### src/rtl/fetch_unit.sv
// Instruction fetch engine: ROM read, EXTENDED_ARG folding, one instruction per 3+2k cycles (k prefixes).
// Backpressure: a presented instruction is held in HOLD until OUT_READY; redirects override at any time.
module fetch_unit #(
    parameter int DATA_WIDTH     = 8,
    parameter int ADDR_WIDTH     = 12,
    parameter int ARG_WIDTH      = 24,
    parameter int EXT_ARG_OPCODE = 144,
    parameter int RESET_PC       = 0
) (
    input  logic                    clk,
    input  logic                    rst_n,
    input  logic                    START,
    input  logic                    REDIRECT_VALID,
    input  logic [ADDR_WIDTH-1:0]   REDIRECT_ADDR,
    output logic                    MEM_RD_EN,
    output logic [ADDR_WIDTH-1:0]   MEM_ADDR,
    input  logic [2*DATA_WIDTH-1:0] MEM_DATA,
    output logic                    OUT_VALID,
    input  logic                    OUT_READY,
    output logic [DATA_WIDTH-1:0]   OUT_OPCODE,
    output logic [ARG_WIDTH-1:0]    OUT_ARG,
    output logic [ADDR_WIDTH-1:0]   OUT_PC,
    output logic [ADDR_WIDTH-1:0]   OUT_NEXT_PC,
    output logic                    RUNNING
);

    localparam logic [DATA_WIDTH-1:0] EXT_OP = DATA_WIDTH'(EXT_ARG_OPCODE);
    localparam logic [ADDR_WIDTH-1:0] RST_PC = ADDR_WIDTH'(RESET_PC);

    typedef enum logic [1:0] {IDLE, ISSUE, CAPTURE, HOLD} state_t;

    state_t                  state, state_nxt;
    logic [ADDR_WIDTH-1:0]   pc;
    logic [ADDR_WIDTH-1:0]   instr_pc;
    logic [ARG_WIDTH-1:0]    acc;
    logic                    prefix_pend;
    logic [DATA_WIDTH-1:0]   mem_opcode;
    logic [DATA_WIDTH-1:0]   mem_arg;
    logic [ARG_WIDTH-1:0]    folded_arg;
    logic                    is_prefix;
    logic                    handshake;

    assign mem_opcode = MEM_DATA[2*DATA_WIDTH-1:DATA_WIDTH];
    assign mem_arg    = MEM_DATA[DATA_WIDTH-1:0];
    assign folded_arg = (acc << DATA_WIDTH) | ARG_WIDTH'(mem_arg);
    assign is_prefix  = (mem_opcode == EXT_OP);
    assign handshake  = OUT_VALID & OUT_READY;

    always_ff @(posedge clk) begin
        if (!rst_n) begin
            state <= IDLE;
        end else begin
            state <= state_nxt;
        end
    end

    always_comb begin
        state_nxt = state;
        if (REDIRECT_VALID) begin
            state_nxt = ISSUE;
        end else begin
            case (state)
                IDLE:    if (START) state_nxt = ISSUE;
                ISSUE:   state_nxt = CAPTURE;
                CAPTURE: state_nxt = is_prefix ? ISSUE : HOLD;
                HOLD:    if (handshake) state_nxt = ISSUE;
                default: state_nxt = IDLE;
            endcase
        end
    end

    always_comb begin
        MEM_RD_EN = (state == ISSUE);
        MEM_ADDR  = (state == ISSUE) ? pc : '0;
        RUNNING   = (state != IDLE);
    end

    // prefix_pend rather than acc!=0 marks a pending prefix, so a zero-valued prefix keeps OUT_PC on the first word
    always_ff @(posedge clk) begin
        if (!rst_n) begin
            pc          <= RST_PC;
            acc         <= '0;
            prefix_pend <= 1'b0;
            instr_pc    <= '0;
            OUT_VALID   <= 1'b0;
            OUT_OPCODE  <= '0;
            OUT_ARG     <= '0;
            OUT_PC      <= '0;
            OUT_NEXT_PC <= '0;
        end else if (REDIRECT_VALID) begin
            pc          <= REDIRECT_ADDR;
            acc         <= '0;
            prefix_pend <= 1'b0;
            OUT_VALID   <= 1'b0;
        end else begin
            case (state)
                ISSUE: begin
                    if (!prefix_pend) instr_pc <= pc;
                    pc <= pc + ADDR_WIDTH'(1);
                end
                CAPTURE: begin
                    if (is_prefix) begin
                        acc         <= folded_arg;
                        prefix_pend <= 1'b1;
                    end else begin
                        OUT_OPCODE  <= mem_opcode;
                        OUT_ARG     <= folded_arg;
                        OUT_PC      <= instr_pc;
                        OUT_NEXT_PC <= pc;
                        OUT_VALID   <= 1'b1;
                        acc         <= '0;
                        prefix_pend <= 1'b0;
                    end
                end
                HOLD: begin
                    if (handshake) OUT_VALID <= 1'b0;
                end
                default: ;
            endcase
        end
    end

endmodule

### config.mk
export PLATFORM = sky130hd
export DESIGN_NAME = fetch_unit
export DESIGN_NICKNAME = d
export VERILOG_FILES = /design/src/rtl/fetch_unit.sv
export SDC_FILE = /design/constraint.sdc
export NUM_CORES = 1
export LEC_CHECK = 0
export ABC_AREA = 1
export BUFFER_PORTS_ARGS = -buffer_cell sky130_fd_sc_hd__buf_2
export CAP_MARGIN = 20
export CORE_MARGIN = 3
export CORE_UTILIZATION = 30
export DETAILED_ROUTE_END_ITERATION = 8
export PLACE_DENSITY = 0.53
export SLEW_MARGIN = 20
export SYNTH_ARGS = -nofsm -noshare
export SYNTH_HDL_FRONTEND = slang
export SYNTH_SLANG_ARGS = --single-unit
### constraint.sdc
create_clock -name clk -period 3.5 [get_ports clk]
set_input_delay 0.525 -clock clk [delete_from_list [all_inputs] [get_ports clk]]
set_output_delay 0.525 -clock clk [all_outputs]
set_load 0.03 [all_outputs]
======== Word level (Yosys, flattened, before mapping) ========
Index checks and enable logic that the tools add are counted.
cells by class
  $add $sub $neg .......................... 1
  equal/unequal tests ..................... 9
  bitwise operators ....................... 6
  reduce and logical (&&, ||, !) cells .... 10
  multiplexer cells ....................... 13
operator list
  operator                                                         number
  12-bit two-way mux                                               3
  24-bit by 8-bit bitwise OR with 24-bit output                    1
  16-bit two-way mux                                               1
  12-bit by 1-bit adder with 12-bit output, second input constant  1
  3-bit AND reduction                                              3
  8-bit == test, second input constant                             1
  2-bit case mux with 4 select lines                               1
  2-bit two-way mux                                                3
  2-bit != test, second input constant                             3
  3-bit != test, second input constant                             2
  2-bit nonzero test                                               3
  2-bit == test, second input constant                             2
  1-bit two-way mux                                                4
  1-bit inverter                                                   4
  2-bit AND reduction                                              2
  2-bit by 1-bit == test with 1-bit output, second input constant  1
  2-bit logical NOT                                                1
  1-bit case mux with 2 select lines                               1
  2-bit OR reduction                                               1
  1-bit bitwise AND                                                1
storage, ports and cells
  output and inout port bits .............. 71
  input bits .............................. 33
  word-level logic and storage cells ...... 50
  flip-flop bits (word level) ............. 100

======== Longest topological paths before layout ========
Gate-level depths: netlist of the first run.
  word-level depth ........................ 4
  mapped depth ............................ 9
  mapped depth without buffers ............ 8

======== Worst setup path after synthesis of the first run ========
No wires, ideal clock.
  path kind ............................... flip-flop to output port
  start ................................... reg state[1]
  end ..................................... out MEM_ADDR[10]
  arrival time ............................ 1.516 ns
  setup slack ............................. 1.459 ns
  stages on the path, launching flop included .. 7
  path buffers ............................ 2
  data required time ...................... 2.975 ns
  cell sequence ........................... dfxtp_1 -> inv_1 -> ha_1 -> buf_2 -> clkbuf_1 -> nand2_1 -> inv_1
on the way
  cells in the longest elaborated chain, start to end .. 2
RTL lines
  element                                   line  source
  from (decl)                               32    state_t state, state_nxt;
  from (signal assigned)                    53    state <= state_nxt;
  2-bit by 1-bit == test with 1-bit output  -
  named net MEM_RD_EN                       15    output logic MEM_RD_EN,
  12-bit two-way mux                        74    MEM_ADDR = (state == ISSUE) ? pc : '0;
  to (decl)                                 16    output logic [ADDR_WIDTH-1:0] MEM_ADDR,
The timed path passes the listed nets, and every way through them passes these cells.

======== Final worst setup path of the first run ========
  start ................................... reg state[1]
  end ..................................... out MEM_ADDR[4]
on the way
  cells in the longest elaborated chain, start to end .. 2
RTL lines
  element                                   line
  2-bit by 1-bit == test with 1-bit output  74
  12-bit two-way mux                        74
Every way passes these cells.

==> qor.yml, run 1 <==
floorplan:
  rows: 42
  io_pins: 104
  die_height_um: 124.2
  start_util: 0.3115
  dieArea_um2: 15420
  die_w_um: 124.2
  coreArea_um2: 13450
detailed_routing:
  wirelength_um: 11580
  drtAntennaViolNets: 0
  vias_per_cell: 4.862
  drtIter0Drc: 188
  avgRoutedWirePerCell_um: 14.29
  drc_errors: 0
  dr_total_vias: 3938
  dr.pass1.iters: 4
final_layout:
  stdcell_count: 810
  nets: 668
  area_delta_synth_final_pct: 20.63
  layout-drive-gt1-share: 0.2114
  n_antenna_cell: 0
global_routing:
  grt_pass1_vias: 3674
  grt_max_degree: 67
  grt_antenna_before_repair: 1
  grt_usage: 0.1523
  grt_pass1_wl_um: 18640
  grt_overflow: 0
power:
  p_leak_nw: 2.145
  cellPowerDensity_nw_per_um2: 474.5
  max-vdd-ir-drop_mv: 0.2064
timing:
  clock.fmax_ghz: 0.4365
  slew_violations: 0
  rsz0062_at_grt: "no"
  setup-tns-final_ns: 0
  hold_viol_final: 0
  slew_headroom: 0.5182
  setup_viol: 0
  period_share: 0.6546
  tightest_slew_ns: 0.7201
  finClkSkew_ns: 0.008306
  period_needed_ns: 2.291
worst_setup_path:
  endpoint: "MEM_ADDR[4]"
  slowest_stage: "ha_1"
  worstSetupEndpointType: "primary output"
  required_ns: 2.97
  startpoint_type: "register"
  crit_start: "state[1]$_SDFFE_PP0P_"
  critPathArrivalTime_ns: 1.77
  path_buf_inv: 3
  worstSetupPathType: "register to primary output"
  reg2reg_setup_slack_ns: 1.40
  timing.rr.start: "state[1]$_SDFFE_PP0P_"
  path_depth: 5
  critical-path-top-delay-family: "adder cells"
  crit_fanout: 18
  r2r-end: "instr_pc[7]$_SDFFE_PN0P_"
  cp_cell_sequence: "inv_1 > ha_1 > nand2_1 > inv_1 > buf_2"
  crit_top_cell: "inv_1"
  slowest_delay_ns: 0.57
  r2r_cells: 7
logic_synthesis:
  syn-num-nets: 592
  yosys_warnings: 0
  syn-cell-area_um2: 4190
  synth.distinct_cells: 24
  syn_inst: 553
  ys_seq_area_frac: 0.4778
  avgSynthCellArea_um2: 7.577
  ys_ff_latch: 100
clocking:
  holdBufCountCts: 0
  post-cts-setup-buffers: 0
  clockBufferDepth: 2
  cts_tree: "built"
  cts.repair.resized: 0
  cts_inserted_buffers: 9
  worst_skew_pair.late_latency_ns: 0.34
  htreeDepth: 3
  cts-root-buf: "clkbuf_16"
  path_clk_slew_ns: 0.07
  clock_sink_count: 100
job:
  cap_viol_max_count: 0
place:
  dp_cells: 794
  place_hpwl_um: 8190
  io_buffer_count: 103
  place_congestion: 0.8383
hold_path:
  hp-class: "primary input to register"
run_status:
  outcome: "finished, final reports clean"
-- metrics by stage --
stage / total power, W / hold WS, ns / utilization / worst slack, ns / cell area [µm²]
floorplan: 0.001351 / 0.4457 / - / 1.459 / 4190
global placement: 0.001416 / 0.4502 / 0.3533 / 1.456 / 4753
detailed placement: 0.001421 / 0.4523 / 0.3533 / 1.381 / 4753
CTS: 0.002431 / 0.4255 / 0.3757 / 1.174 / 5055
global route: 0.002496 / 0.4548 / 0.3757 / 1.029 / 5055
finish: 0.002398 / 0.4436 / 0.3757 / 1.209 / 5055
-- worst min-delay path, cell delays in order --
cell	delay (ns)
buf_2	0.11
nand2_1	0.06
a21oi_1	0.05
-- per-layer routing --
metal,vias to the layer above,global-route usage,routed length (µm)
li1,2022,-,-
met1,1797,0.2118,5546
met2,99,0.2307,5066
met3,18,0.03724,762
met4,2,0.05202,188
met5,-,0,13
-- cell type report --
class,count,area (µm²)
Timing Repair Buffer,110,568.0
Sequential cell,100,2002
Clock inverter,6,62.56
Multi-Input combinational cell,371,1824
Inverter,37,138.9
Fill cell,1463,8398
Clock buffer,10,239.0
Tap cell,176,220.2
-- synthesized netlist by cell type --
library cell    n  area [µm²]
a22oi_1         7       52.55
a21oi_1        91       455.4
xor2_1          3       26.28
a31oi_1         1       6.260
buf_6           5       56.30
nand4_1        58       362.9
buf_4           2       15.01
a21o_1          1       7.510
nand2_1       138       518.0
or2_2           1       6.260
o21ai_0        17       85.08
buf_1           7       26.28
ha_1            6       75.07
inv_2           2       7.510
dfxtp_1       100        2002
buf_2          17       85.08
nor2_1         29       108.9
nor2_4          1       11.26
a211oi_1        2       15.01
nand3_1        15       75.07
xnor2_1         1       8.760
inv_1          33       123.9
clkbuf_1       14       52.55
clkinv_1        2       7.510
-- state kept, by name, indices dropped and copies added (netlist names) --
signal and cells:
OUT_ARG 24, acc 16, OUT_NEXT_PC 12, OUT_PC 12, instr_pc 12, pc 12, OUT_OPCODE 8, state 2
OUT_VALID 1, prefix_pend 1
-- power by group --
group | internal [W] | switching (W) | total (W)
combinational | 0.0000592 | 0.000140 | 0.000200
clock | 0.000574 | 0.000431 | 0.00100
sequential | 0.00116 | 0.0000302 | 0.00119
-- how the worst min path moves through the flow --
stage | from | end | slack, ns | cells after the start
after floorplan | acc[14]$_SDFFE_PP0P_ | acc[14]$_SDFFE_PP0P_ | 0.45 | 2
after global placement | OUT_PC[1]$_SDFFE_PN0P_ | OUT_PC[1]$_SDFFE_PN0P_ | 0.45 | 2
after detailed placement | OUT_ARG[15]$_SDFFE_PN0P_ | OUT_ARG[15]$_SDFFE_PN0P_ | 0.45 | 2
after CTS | MEM_DATA[6] | acc[6]$_SDFFE_PP0P_ | 0.43 | 3
after global routing | MEM_DATA[7] | acc[7]$_SDFFE_PP0P_ | 0.45 | 3
final | MEM_DATA[6] | acc[6]$_SDFFE_PP0P_ | 0.44 | 3
-- cells by family after synthesis --
family / synth area share
buffers and inverters: 0.08928
adder cells (fa/ha/maj): 0.01792
AO/OA/AOI/OAI: 0.1484
XOR/XNOR: 0.008362
flip-flops: 0.4778
AND/OR/NAND/NOR: 0.2583
-- layout by cell type, fill, tap and decap left out, drive strengths merged --
master | synthesis | final
dfxtp | 100 | 100
xnor2 | 1 | 1
bufinv | 0 | 1
buf | 31 | 110
or2 | 1 | 1
nor2 | 30 | 30
xor2 | 3 | 3
a22oi | 7 | 7
a211oi | 2 | 2
clkbuf | 14 | 10
a21o | 1 | 1
a31oi | 1 | 1
a21oi | 91 | 91
nand4 | 58 | 58
nand3 | 15 | 15
o21ai | 17 | 17
nand2 | 138 | 138
clkinv | 2 | 6
inv | 35 | 36
ha | 6 | 6
Note: power is estimated with default switching activity, not from simulation.
==> run 2: changes to the inputs <==
- PLACE_DENSITY: 0.53 -> 0.55
- clock period: 3.5 -> 2.1 ns (I/O delays scaled with it)
==> qor.yml, run 2 (synthesis results as in run 1) <==
clocking:
  clock_sink_count: 100  # unchanged
  path_clk_slew_ns: 0.06  # about the same
  post-cts-setup-buffers: 0  # unchanged
  cts_inserted_buffers: 9  # unchanged
  cts.repair.resized: 0  # unchanged
  clockBufferDepth: 2  # unchanged
  htreeDepth: 3  # unchanged
  cts_tree: "built"
  cts-root-buf: "clkbuf_16"
  worst_skew_pair.late_latency_ns: 0.35  # about the same
  holdBufCountCts: 0  # unchanged
timing:
  slew_violations: 0  # unchanged
  tightest_slew_ns: 0.5085  # -0.2116 ns
  slew_headroom: 0.6589  # +0.1407
  setup_viol: 0  # unchanged
  period_share: 0.8748
  rsz0062_at_grt: "no"
  clock.fmax_ghz: 0.5443
  finClkSkew_ns: 0.006029  # -0.002277 ns
  hold_viol_final: 0  # unchanged
  period_needed_ns: 1.837
  setup-tns-final_ns: 0  # unchanged
floorplan:
  rows: 42  # unchanged
  coreArea_um2: 13450  # unchanged
  dieArea_um2: 15420  # unchanged
  die_height_um: 124.2  # unchanged
  die_w_um: 124.2  # unchanged
  io_pins: 104  # unchanged
  start_util: 0.3115  # unchanged
final_layout:
  nets: 674  # +0.90%
  layout_common_cells: "nand2_1, buf_2, dfxtp_1"
  area_delta_synth_final_pct: 22.13
  largest-register: "OUT_ARG"
  final_core_util: 0.3804  # +0.004650
  final_common_cell: "nand2_1"
  n_antenna_cell: 0  # unchanged
  largest_reg_flops: 24  # unchanged
  stdcell_count: 816  # +0.74%
  fillers: 1455  # -0.55%
  top_regs: "OUT_ARG: 24 flops, acc: 16 flops"
  layout-drive-gt1-share: 0.2156  # +0.004269
worst_setup_path:
  r2r_cells: 5  # -2
  reg2reg_setup_slack_ns: 0.46  # -0.94 ns
  worstSetupEndpointType: "primary output"
  cp_cell_sequence: "inv_1 > ha_1 > buf_4 > nand2_1 > inv_1 > buf_2"
  slowest_delay_ns: 0.33  # -0.24 ns
  required_ns: 1.78  # -1.19 ns
  crit_top_cell: "inv_1"
  timing.rr.start: "state[0]$_SDFFE_PN0P_"
  startpoint_type: "register"
  r2r-end: "acc[14]$_SDFFE_PP0P_"
  critPathArrivalTime_ns: 1.52  # -0.25 ns
  slowest_stage: "dfxtp_1"
  worstSetupPathType: "register to primary output"
  crit_fanout: 17  # -1
global_routing:
  grt_pass1_vias: 3712  # +1.0%
  grt_overflow: 0  # unchanged
  grt_usage: 0.1565  # +0.004187
  grt_max_degree: 40  # -40%
  grt_pass1_wl_um: 19040  # +2.2%
  grt_antenna_before_repair: 1  # unchanged
detailed_routing:
  vias_per_cell: 4.827  # -0.71%
  drtIter0Drc: 198  # +5.3%
  wirelength_um: 11830  # +2.2%
  drtAntennaViolNets: 0  # unchanged
  drc_errors: 0  # unchanged
  dr.pass1.iters: 4  # unchanged
  dr_total_vias: 3939  # +0.025%
  avgRoutedWirePerCell_um: 14.49  # +1.4%
hold_path:
  min_path_cells: 3  # unchanged
  hp-class: "primary input to register"
  min_to: "acc[7]$_SDFFE_PP0P_"
  holdCritStartpoint: "MEM_DATA[7]"
power:
  max-vdd-ir-drop_mv: 0.4035  # +95%
  cellPowerDensity_nw_per_um2: 807.0  # +70%
  p_leak_nw: 2.175  # +1.4%
  report.power.total_w: 0.004130  # +72%
run_status:
  outcome: "finished, final reports clean"
place:
  place_hpwl_um: 8143  # -0.58%
  dp_cells: 800  # +0.76%
  io_buffer_count: 103  # unchanged
  place_congestion: 0.8185  # -2.4%
job:
  cap_viol_max_count: 0  # unchanged
==> run 2: worst max-delay path: cells and delay by family, from the launching register on <==
kind / cells / cell delay, ns
buf+inv: 4 / 0.58
fa+ha+maj: 1 / 0.17
flops: 1 / 0.33
simple gates: 1 / 0.08
==> run 2: how the worst max path moves through the flow <==
stage,cells after the start,endpoint,from,slack (ns)
2_1_floorplan,6,MEM_ADDR[10],state[1]$_SDFFE_PP0P_,0.27
4_1_cts,6,MEM_ADDR[0],state[1]$_SDFFE_PP0P_,0.23
6_report,6,MEM_ADDR[0],state[1]$_SDFFE_PP0P_,0.26
5_1_grt,6,MEM_ADDR[8],state[1]$_SDFFE_PP0P_,0.14
3_3_place_gp,6,pc[6]$_SDFFE_PN0P_,pc[1]$_SDFFE_PN0P_,0.47
3_5_place_dp,9,OUT_ARG[10]$_SDFFE_PN0P_,MEM_DATA[11],0.48
==> run 2: power breakdown <==
part           switching, W  internal [W]  total, W  leakage (nW)
Clock              0.000718       0.00108   0.00179         0.153
Sequential        0.0000524       0.00194   0.00199         0.810
Combinational      0.000238      0.000106  0.000344          1.21
==> run 2: layout make-up <==
class | instances | area, µm² | share of cell area
Clock buffer | 12 | 246.5 | 0.04817
Clock inverter | 4 | 72.57 | 0.01418
Inverter | 37 | 138.9 | 0.02714
Multi-Input combinational cell | 371 | 1824 | 0.3565
Sequential cell | 100 | 2002 | 0.3912
Tap cell | 176 | 220.2 | 0.04303
Timing Repair Buffer | 116 | 613.1 | 0.1198
==> run 2: per-stage QoR <==
stage / worst slack (ns) / hold WS, ns / cell area (µm²)
floorplan: 0.2694 / 0.4457 / 4190
global placement: 0.4662 / 0.4471 / 4798
detailed placement: 0.4759 / 0.4528 / 4798
CTS: 0.2337 / 0.2152 / 5117
global route: 0.1362 / 0.2379 / 5117
finish: 0.2629 / 0.2306 / 5117
==> run 2: routing by layer <==
layer	GRT usage	part of all wire	up-vias
met5	0	0.0011	-
li1	-	-	2036
met4	0.03901	0.011	2
met3	0.04496	0.068	12
met1	0.2241	0.49	1785
met2	0.2314	0.43	104
